==> src/rtl/elevator_pkg.sv <==
// rtl/elevator_pkg.sv - shared encodings and round-robin helper for the elevator call panel
package elevator_pkg;

   localparam int NUM_FLOORS = 3;

   // Floor indices double as bit positions in call_in / pending
   localparam logic [1:0] FLOOR_1 = 2'd0;
   localparam logic [1:0] FLOOR_2 = 2'd1;
   localparam logic [1:0] FLOOR_3 = 2'd2;

   localparam logic [1:0] ST_IDLE        = 2'd0;
   localparam logic [1:0] ST_ISSUE       = 2'd1;
   localparam logic [1:0] ST_WAIT_ARRIVE = 2'd2;
   localparam logic [1:0] ST_DWELL       = 2'd3;

   // First pending floor found searching upward from last+1, wrapping floor 3 -> floor 1
   function automatic logic [1:0] rr_pick(input logic [2:0] req, input logic [1:0] last);
      logic [1:0] idx;
      logic       found;
      idx     = last;
      found   = 1'b0;
      rr_pick = last;
      for (int i = 0; i < NUM_FLOORS; i++) begin
         idx = (idx == FLOOR_3) ? FLOOR_1 : idx + 2'd1;
         if (!found && req[idx]) begin
            rr_pick = idx;
            found   = 1'b1;
         end
      end
   endfunction

endpackage

==> src/rtl/elevator_call_panel_if.sv <==
// rtl/elevator_call_panel_if.sv - request/arrival signals between call panel and elevator controller
interface elevator_call_panel_if;
   logic button_1;
   logic button_2;
   logic button_3;
   logic hold;
   logic lock;
   logic floor_1;
   logic floor_2;
   logic floor_3;

   modport master (
      output button_1, button_2, button_3, hold, lock,
      input  floor_1, floor_2, floor_3
   );

   modport slave (
      input  button_1, button_2, button_3, hold, lock,
      output floor_1, floor_2, floor_3
   );
endinterface

==> src/rtl/elevator_btn_debounce.sv <==
// rtl/elevator_btn_debounce.sv - 2-FF synchronizer plus debounce counter for one call button
module elevator_btn_debounce #(
   parameter int DEBOUNCE_CYCLES = 4
) (
   input  logic clk,
   input  logic reset_n,
   input  logic raw,
   output logic rise
);
   localparam int CW = $clog2(DEBOUNCE_CYCLES + 1);

   logic          sync_1;
   logic          sync_2;
   logic          level;
   logic [CW-1:0] cnt;
   logic          settle;

   // Level flips on the sample that completes the run, so rise lines up with that edge
   assign settle = (sync_2 != level) && (cnt == CW'(DEBOUNCE_CYCLES - 1));
   assign rise   = settle && sync_2;

   // Synchronize, then count consecutive samples that disagree with the accepted level
   always_ff @(posedge clk or negedge reset_n) begin
      if (!reset_n) begin
         sync_1 <= 1'b0;
         sync_2 <= 1'b0;
         level  <= 1'b0;
         cnt    <= '0;
      end else begin
         sync_1 <= raw;
         sync_2 <= sync_1;
         if (sync_2 == level) begin
            cnt <= '0;
         end else if (settle) begin
            level <= sync_2;
            cnt   <= '0;
         end else begin
            cnt <= cnt + 1'b1;
         end
      end
   end
endmodule

==> src/rtl/elevator_call_panel.sv <==
// rtl/elevator_call_panel.sv - passenger call panel issuing one request at a time to the controller
module elevator_call_panel
   import elevator_pkg::*;
#(
   parameter int DEBOUNCE_CYCLES = 4,
   parameter int TIMEOUT_CYCLES  = 64,
   parameter int DWELL_CYCLES    = 8
) (
   input  logic                  clk,
   input  logic                  reset_n,
   input  logic [2:0]            call_in,
   input  logic                  lock_sw,
   elevator_call_panel_if.master ctrl,
   output logic [2:0]            pending,
   output logic                  timeout_err
);
   localparam int TW = $clog2(TIMEOUT_CYCLES + 1);
   localparam int DW = $clog2(DWELL_CYCLES + 1);

   logic [2:0]    rise_vec;
   logic [2:0]    floor_vec;
   logic [2:0]    clr_vec;
   logic          lock_s1;
   logic          lock_s2;
   logic [1:0]    state;
   logic [1:0]    target;
   logic [1:0]    last_served;
   logic [TW-1:0] tmo_cnt;
   logic [DW-1:0] dwell_cnt;
   logic          arrived;

   for (genvar g = 0; g < NUM_FLOORS; g++) begin : g_btn
      elevator_btn_debounce #(
         .DEBOUNCE_CYCLES(DEBOUNCE_CYCLES)
      ) u_debounce (
         .clk     (clk),
         .reset_n (reset_n),
         .raw     (call_in[g]),
         .rise    (rise_vec[g])
      );
   end

   // Key switch only needs metastability protection, not debouncing
   always_ff @(posedge clk or negedge reset_n) begin
      if (!reset_n) begin
         lock_s1 <= 1'b0;
         lock_s2 <= 1'b0;
      end else begin
         lock_s1 <= lock_sw;
         lock_s2 <= lock_s1;
      end
   end

   assign floor_vec = {ctrl.floor_3, ctrl.floor_2, ctrl.floor_1};
   assign arrived   = (state == ST_WAIT_ARRIVE) && floor_vec[target];
   assign clr_vec   = arrived ? (3'b001 << target) : 3'b000;

   // Call lamps: the car being at the floor beats a simultaneous new press
   always_ff @(posedge clk or negedge reset_n) begin
      if (!reset_n) begin
         pending <= 3'b000;
      end else begin
         pending <= (pending | rise_vec) & ~clr_vec;
      end
   end

   // Request sequencer: pick, issue, wait for arrival or give up, dwell
   always_ff @(posedge clk or negedge reset_n) begin
      if (!reset_n) begin
         state       <= ST_IDLE;
         target      <= FLOOR_1;
         last_served <= FLOOR_3;
         tmo_cnt     <= '0;
         dwell_cnt   <= '0;
         timeout_err <= 1'b0;
      end else begin
         case (state)
            ST_IDLE: begin
               if ((pending != 3'b000) && !lock_s2) begin
                  target <= rr_pick(pending, last_served);
                  state  <= ST_ISSUE;
               end
            end
            ST_ISSUE: begin
               tmo_cnt <= '0;
               state   <= ST_WAIT_ARRIVE;
            end
            ST_WAIT_ARRIVE: begin
               if (arrived) begin
                  last_served <= target;
                  dwell_cnt   <= '0;
                  state       <= ST_DWELL;
               end else if (lock_s2) begin
                  state <= ST_IDLE;
               end else if (tmo_cnt == TW'(TIMEOUT_CYCLES - 1)) begin
                  // Mark the stuck floor as served so the others get a turn
                  timeout_err <= 1'b1;
                  last_served <= target;
                  state       <= ST_IDLE;
               end else begin
                  tmo_cnt <= tmo_cnt + 1'b1;
               end
            end
            ST_DWELL: begin
               if (dwell_cnt == DW'(DWELL_CYCLES - 1)) begin
                  state <= ST_IDLE;
               end else begin
                  dwell_cnt <= dwell_cnt + 1'b1;
               end
            end
            default: state <= ST_IDLE;
         endcase
      end
   end

   assign ctrl.button_1 = (state == ST_ISSUE) && (target == FLOOR_1);
   assign ctrl.button_2 = (state == ST_ISSUE) && (target == FLOOR_2);
   assign ctrl.button_3 = (state == ST_ISSUE) && (target == FLOOR_3);
   assign ctrl.hold     = (state == ST_DWELL) && (dwell_cnt == '0);
   assign ctrl.lock     = lock_s2;
endmodule

==> src/flat_wrapper.sv <==
// flat-port wrapper written by rule: the top's interface ports become plain ports
module elevator_call_panel_flat import elevator_pkg::*;
#(
   parameter int DEBOUNCE_CYCLES = 4,
   parameter int TIMEOUT_CYCLES  = 64,
   parameter int DWELL_CYCLES    = 8
)
  (clk, reset_n, call_in, lock_sw, pending, timeout_err, ctrl_button_1, ctrl_button_2, ctrl_button_3, ctrl_hold, ctrl_lock, ctrl_floor_1, ctrl_floor_2, ctrl_floor_3);
  elevator_call_panel_if ctrl_i ();
  input  logic clk;
  input  logic reset_n;
  input  logic [2:0] call_in;
  input  logic lock_sw;
  output logic [2:0] pending;
  output logic timeout_err;
  output wire logic [$bits(ctrl_i.button_1)-1:0] ctrl_button_1;
  output wire logic [$bits(ctrl_i.button_2)-1:0] ctrl_button_2;
  output wire logic [$bits(ctrl_i.button_3)-1:0] ctrl_button_3;
  output wire logic [$bits(ctrl_i.hold)-1:0] ctrl_hold;
  output wire logic [$bits(ctrl_i.lock)-1:0] ctrl_lock;
  input wire logic [$bits(ctrl_i.floor_1)-1:0] ctrl_floor_1;
  input wire logic [$bits(ctrl_i.floor_2)-1:0] ctrl_floor_2;
  input wire logic [$bits(ctrl_i.floor_3)-1:0] ctrl_floor_3;
  assign ctrl_button_1 = ctrl_i.button_1;
  assign ctrl_button_2 = ctrl_i.button_2;
  assign ctrl_button_3 = ctrl_i.button_3;
  assign ctrl_hold = ctrl_i.hold;
  assign ctrl_lock = ctrl_i.lock;
  assign ctrl_i.floor_1 = ctrl_floor_1;
  assign ctrl_i.floor_2 = ctrl_floor_2;
  assign ctrl_i.floor_3 = ctrl_floor_3;
  elevator_call_panel #(.DEBOUNCE_CYCLES(DEBOUNCE_CYCLES), .TIMEOUT_CYCLES(TIMEOUT_CYCLES), .DWELL_CYCLES(DWELL_CYCLES)) u_core (.clk(clk), .reset_n(reset_n), .call_in(call_in), .lock_sw(lock_sw), .ctrl(ctrl_i), .pending(pending), .timeout_err(timeout_err));
endmodule
==> config.mk <==
export PLATFORM = sky130hd
export DESIGN_NAME = elevator_call_panel_flat
export DESIGN_NICKNAME = d
export VERILOG_FILES = /design/src/rtl/elevator_pkg.sv /design/src/rtl/elevator_call_panel_if.sv /design/src/rtl/elevator_btn_debounce.sv /design/src/rtl/elevator_call_panel.sv /design/src/flat_wrapper.sv
export SDC_FILE = /design/constraint.sdc
export NUM_CORES = 1
export LEC_CHECK = 0
export CAP_MARGIN = 0
export CORE_UTILIZATION = 30
export DETAILED_ROUTE_END_ITERATION = 7
export DONT_BUFFER_PORTS = 1
export PLACE_DENSITY_LB_ADDON = 0.12
export REMOVE_ABC_BUFFERS = 1
export SYNTH_ARGS = -nofsm -noshare
export SYNTH_HDL_FRONTEND = slang
export SYNTH_SLANG_ARGS = --single-unit
==> constraint.sdc <==
create_clock -name clk -period 3.6 [get_ports clk]
set_input_delay 0 -clock clk [delete_from_list [all_inputs] [get_ports clk]]
set_output_delay 0 -clock clk [all_outputs]
set_load 0.005 [all_outputs]
# Yosys cells after proc, flatten, opt, wreduce, memory -nomap -nowiden
# Index checks and enable logic that the tools add are counted.
dict set report op_classes {
  addsub 8
  magnitude_cmp 4
  eq_ne 28
  n_shift 1
  mux 43
  bitwise 8
  n_reduce_logical 33
}
# operator n
set ops {}
lappend ops {{two-way mux 2 bit} 14}
lappend ops {{two-way mux 3 bit} 7}
lappend ops {{two-way mux 7 bit} 3}
lappend ops {{logical AND 1 bit} 14}
lappend ops {{case mux 7 bit (2 select lines)} 1}
lappend ops {{equality test 2 bit, second input constant} 6}
lappend ops {{< comparator 2 x 3 -> 1 bit, second input constant} 4}
lappend ops {{two-way mux 1 bit} 10}
lappend ops {{inequality test 2 bit, second input constant} 5}
lappend ops {{adder 3 x 1 -> 3 bit, second input constant} 3}
lappend ops {{equality test 3 x 2 -> 1 bit, second input constant} 3}
lappend ops {{AND reduction 3 bit} 3}
lappend ops {{binary-select mux 1 bit (select 2 bit)} 4}
lappend ops {{two-way mux 4 bit} 2}
lappend ops {{case mux 2 bit (4 select lines)} 1}
lappend ops {{case mux 4 bit (2 select lines)} 1}
lappend ops {{AND reduction 2 bit} 4}
lappend ops {{AND reduction 4 bit} 2}
lappend ops {{adder 7 x 1 -> 7 bit, second input constant} 1}
lappend ops {{equality test 7 x 6 -> 1 bit, second input constant} 1}
lappend ops {{adder 2 x 1 -> 2 bit, second input constant} 3}
lappend ops {{inequality test 2 x 1 -> 1 bit, second input constant} 3}
lappend ops {{nonzero test 2 bit} 3}
lappend ops {{NOT 1 bit} 5}
lappend ops {{other kinds (14)} 22}
dict set report word_totals {
  register_bits 41
  in_bits 9
  out_inout_bits 9
  wordCells 146
}

# Logic depth before layout (Yosys ltp)
dict set report depth {
  word_depth 15
  ltp_mapped 6
  mapped_depth_nobuf 5
}

# Cells and area by module
# From an unflattened synthesis, not the netlist that was laid out.
dict set report unflattened {
  cells_unflattened 166
  area_unflattened_um2 1994.4
}
# mod n_inst cells_each area_per_inst_um2 seq_area_each_um2
set modules_own_cells {}
lappend modules_own_cells {elevator_call_panel 1 124 1277.5 576.8}
lappend modules_own_cells {elevator_btn_debounce 3 14 239.0 150.1}

# Worst setup path before layout
# No wires, ideal clock.
dict set report synth_timing {
  path_type {reg2reg}
  from {register u_core.tmo_cnt[0]}
  to {register u_core.tmo_cnt[3]}
  setup_ps 77
  arrival_ps 1501
  t_required_ps 3523
  slack_ps 2022
  stages_incl_launch_ff 6
  n_path_buf 0
  period_less_slack_ps 1578
  path_cell_list {dfrtp_1 ha_1 nand3b_1 o21ai_2 or4_1 a21oi_1}
}
dict set report synth_via {
  elab_chain_len 5
  word_cells_on_any_way 8
  classes_between {1 x add/sub; 2 x eq/ne; 4 x mux; 1 x reduce/logical}
}
# item line
set synth_lines {}
lappend synth_lines {{from (decl)} elevator_call_panel.sv:28} ;# logic [TW-1:0] tmo_cnt;
lappend synth_lines {{from (signal assigned)} elevator_call_panel.sv:101} ;# tmo_cnt <= tmo_cnt + 1'b1;
lappend synth_lines {{adder 7 x 1 -> 7 bit} elevator_call_panel.sv:101}
lappend synth_lines {{two-way mux 7 bit} elevator_call_panel.sv:95} ;# end else if (tmo_cnt == TW'(TIMEOUT_CYCLES - 1)) begin
lappend synth_lines {{two-way mux 7 bit} elevator_call_panel.sv:93} ;# end else if (lock_s2) begin
lappend synth_lines {{two-way mux 7 bit} elevator_call_panel.sv:89} ;# if (arrived) begin
lappend synth_lines {{case mux 7 bit (2 select lines)} elevator_call_panel.sv:77} ;# case (state)
# Several ways; a longest one is shown, not always the timed one. The select of a mux whose other input is x is not followed.
# A chain may end at the register's enable or synchronous reset.

# Worst setup path in the final report
dict set report layout_timing {
  from {register u_core.target[1]}
  to {register u_core.dwell_cnt[0]}
}
dict set report layout_via {
  elab_chain_len 5
}
# item line
set layout_lines {}
lappend layout_lines {{from (decl)} elevator_call_panel.sv:26} ;# logic [1:0] target;
lappend layout_lines {{from (signal assigned)} elevator_call_panel.sv:80} ;# target <= rr_pick(pending, last_served);
lappend layout_lines {{binary-select mux 1 bit (select 2 bit)} elevator_call_panel.sv:55} ;# assign arrived = (state == ST_WAIT_ARRIVE) && floor_vec[target];
lappend layout_lines {{two-way mux 1 bit (not written as such)} elevator_call_panel.sv:55}
lappend layout_lines {{logical AND 1 bit} elevator_call_panel.sv:55}
lappend layout_lines {{inequality test 2 x 1 -> 1 bit (no line)} -}
lappend layout_lines {{AND reduction 3 bit (no line)} -}
lappend layout_lines {{to (signal assigned)} elevator_call_panel.sv:108} ;# dwell_cnt <= dwell_cnt + 1'b1;
lappend layout_lines {{to (decl)} elevator_call_panel.sv:29} ;# logic [DW-1:0] dwell_cnt;
# Every way passes these cells. The select of a mux whose other input is x is not followed.

==> results.json <==
{
  "cts_tree": "done",
  "gr-total-overflow": 0,
  "p_leak_nw": 0.863,
  "worstSetupPathType": "reg -> reg",
  "synth_cell_types": 44,
  "r2r_cells": 4,
  "final_util_pct": 34.9,
  "ir_worst_vdd_mv": 0.305,
  "grt_pass1_wl_um": 6240,
  "place_inst": 236,
  "fmax_mhz": 509,
  "dpl_worst_slack_ns": 1.64,
  "async_flop_share_pct": 100,
  "initial_core_util_pct": 31.1,
  "start_kind": "flop",
  "cp.required_ns": 3.78,
  "dieArea_mm2": 0.00646,
  "outcome": "finished clean",
  "hold_viol_final": 0,
  "syn_inst": 166,
  "first_global_vias": 1288,
  "first_iter_violations": 66,
  "intPower_mw": 0.938,
  "reg2reg_slack_ns": 1.64,
  "die_h_um": 80.4,
  "switching_share_pct": 37.8,
  "syn_area_mm2": 0.00184,
  "synth_seq_cells": 41,
  "rows": 28,
  "firstDrtPassIters": 4,
  "worst_pin_slew_ns": 0.783,
  "die-width_um": 80.4,
  "root_buffer": "clkbuf_8",
  "slew_headroom_pct": 47.8,
  "path_clk_slew_ns": 0.09,
  "postCtsSetupBuffers": 0,
  "pin_count": 18,
  "grt_max_degree": 42,
  "holdCritStartpoint": "ctrl_floor_2",
  "syn_avg_cell_area_um2": 11.1,
  "ant_nets": 0,
  "grt_antenna_before_repair": 0,
  "end_kind": "flop",
  "critPathMaxFanout": 12,
  "fin_ws_ns": 1.64,
  "power_frac_seq_pct": 49.7,
  "track_usage_pct": 13.0,
  "portBuffers": 0,
  "switching_power_mw": 0.571,
  "setup_viol": 0,
  "cts-resized-gates": 0,
  "layout.nets": 189,
  "wl_per_cell_um": 14.5,
  "yosysSeqAreaShare_pct": 55.7,
  "layout-drive-gt1-share_pct": 9.14,
  "syn_to_final_growth_pct": 12.1,
  "p_clk_share_pct": 20.3,
  "core_mm2": 0.00592,
  "drv_slew": 0,
  "avgViaCountPerCell": 5.00,
  "fin_crit_ns": 1.96,
  "vias": 1250,
  "comb_power_share_pct": 30.0,
  "drc": 0,
  "clock_sinks": 41,
  "skew_ns": 0.00867,
  "dpl.hpwl_um": 2670,
  "n_antenna_cell": 0,
  "yosys_warnings": 0,
  "place_congestion": 0.804,
  "hp-class": "in -> reg",
  "worst_ep_arrival_time_ns": 2.15,
  "rsz0062_at_grt": "false",
  "synth_ff_type": "dfrtp_1",
  "insertion_delay_ns": 0.30,
  "cts_hold_buf": 6,
  "post-route-period-util_pct": 54.6,
  "cts_buffers": 5,
  "reg2reg_to": "u_core.dwell_cnt[0]",
  "r2r-start": "u_core.target[1]",
  "clockBufferDepth": 2,
  "wl_um": 3630,
  "tns_ns": 0,
  "hold_depth": 3,
  "power_density_mw_per_mm2": 730,
  "synth_edf_count": 0,
  "cts_htree_levels": 2,
  "stdcell_count": 250,
  "max_cap_violations": 0,
  "hold_end": "u_core.state[1]"
}
==> layer usage <==
metal / GRT usage (%) / wire (µm) / vias up
met1: 15.2 / 1510 / 612
met2: 20.3 / 1790 / 21
met3: 6.02 / 259 / 8
met4: 5.54 / 60 / 0
met5: 0 / 0 / -
li1: - / - / 609
==> flip-flops by register name, summed over array words and instances (netlist names) <==
register / count
u_core.last_served: 2
u_core.target: 2
u_core.g_btn.u_debounce.cnt: 9
u_core.g_btn.u_debounce.sync_1: 3
u_core.lock_s1: 1
u_core.pending: 3
u_core.timeout_err: 1
u_core.ctrl.lock: 1
u_core.g_btn.u_debounce.level: 3
u_core.state: 2
u_core.dwell_cnt: 4
u_core.tmo_cnt: 7
u_core.g_btn.u_debounce.sync_2: 3
==> stage by stage <==
step	hold WS (ns)	instance area (µm²)	power, mW
floorplan	-0.296	1810	1.07
global placement	-0.294	1910	1.18
detailed placement	-0.294	1910	1.20
CTS	0.00915	2070	1.53
global route	0.0179	2070	1.65
finish	0.00976	2070	1.51
==> worst max-delay path by stage <==
stage          slack (ns)              from                   to  cells past startpoint
2_1_floorplan        1.95  u_core.target[1]    u_core.tmo_cnt[3]                      4
3_3_place_gp         1.70  u_core.target[1]  u_core.dwell_cnt[0]                      4
3_5_place_dp         1.64  u_core.target[1]  u_core.dwell_cnt[0]                      4
4_1_cts              1.64  u_core.target[1]  u_core.dwell_cnt[0]                      4
5_1_grt              1.41  u_core.target[1]  u_core.dwell_cnt[1]                      4
6_report             1.64  u_core.target[1]  u_core.dwell_cnt[0]                      4
==> logic make-up (layout without fill, tap and decap cells) <==
family | count (synthesis) | count (layout) | share of synthesized area (%)
buffers and inverters | 15 | 24 | 3.73
AND/OR/NAND/NOR | 56 | 56 | 16.6
multiplexers | 7 | 7 | 3.93
XOR/XNOR | 3 | 3 | 1.42
flip-flops | 41 | 41 | 55.7
adder cells (fa/ha/maj) | 6 | 6 | 4.07
AO/OA/AOI/OAI | 38 | 38 | 14.5
==> Yosys cell counts, types with 2 or more instances <==
library cell / number / share of area (%)
a21oi_1: 7 / 1.9
a31oi_1: 4 / 1.4
clkbuf_1: 2 / 0.41
dfrtp_1: 40 / 54
ha_1: 6 / 4.1
inv_1: 10 / 2.0
mux2_2: 2 / 1.2
mux2i_1: 5 / 2.7
nand2_1: 14 / 2.8
nand2b_1: 2 / 0.68
nand3_1: 5 / 1.4
nor2_1: 7 / 1.4
nor2b_1: 7 / 2.4
nor3_1: 7 / 1.9
nor3b_1: 5 / 2.0
o21ai_0: 8 / 2.2
o311ai_0: 2 / 0.95
o31ai_1: 3 / 1.2
o41ai_1: 2 / 0.95
or3_1: 2 / 0.68
xnor2_1: 3 / 1.4
==> cell type report <==
| type | count | area (µm²) |
|---|---|---|
| Clock buffer | 5 | 68.8 |
| Clock inverter | 3 | 21.3 |
| Fill cell | 574 | 3850 |
| Inverter | 10 | 37.5 |
| Multi-Input combinational cell | 110 | 748 |
| Sequential cell | 41 | 1030 |
| Tap cell | 75 | 93.8 |
| Timing Repair Buffer | 6 | 70.1 |
==> worst max-delay path, stage by stage (launching register included) <==
cell and delay [ns]:
dfrtp_1 0.51, mux2i_1 0.17, o2bb2ai_1 0.66, and2_1 0.38
o21ai_0 0.13
==> power by group through the flow <==
stage | combinational [mW] | sequential [mW] | clock (mW)
2_1_floorplan | 0.356 | 0.714 | 0
3_5_place_dp | 0.441 | 0.758 | 0
5_1_grt | 0.528 | 0.778 | 0.341
3_3_place_gp | 0.424 | 0.753 | 0
4_1_cts | 0.459 | 0.749 | 0.319
6_report | 0.452 | 0.750 | 0.306
==> cell usage in the layout (no fill, tap or decap), drive strengths merged, types with 2 or more instances in the layout <==
cell and n:
nand2b 2, ha 6, o41ai 2, nand3 5, nor2 7, a21oi 7
o311ai 2, o31ai 3, dlygate4sd3 5, nor3b 6, o21ai 9, nor3 7
a2bb2oi 2, or3 2, clkbuf 5, nand2 14, nor2b 7, mux2i 5
dfrtp 40, a31oi 4, mux2 2, inv 11, xnor2 3
Power figures use the tool's default switching activity.
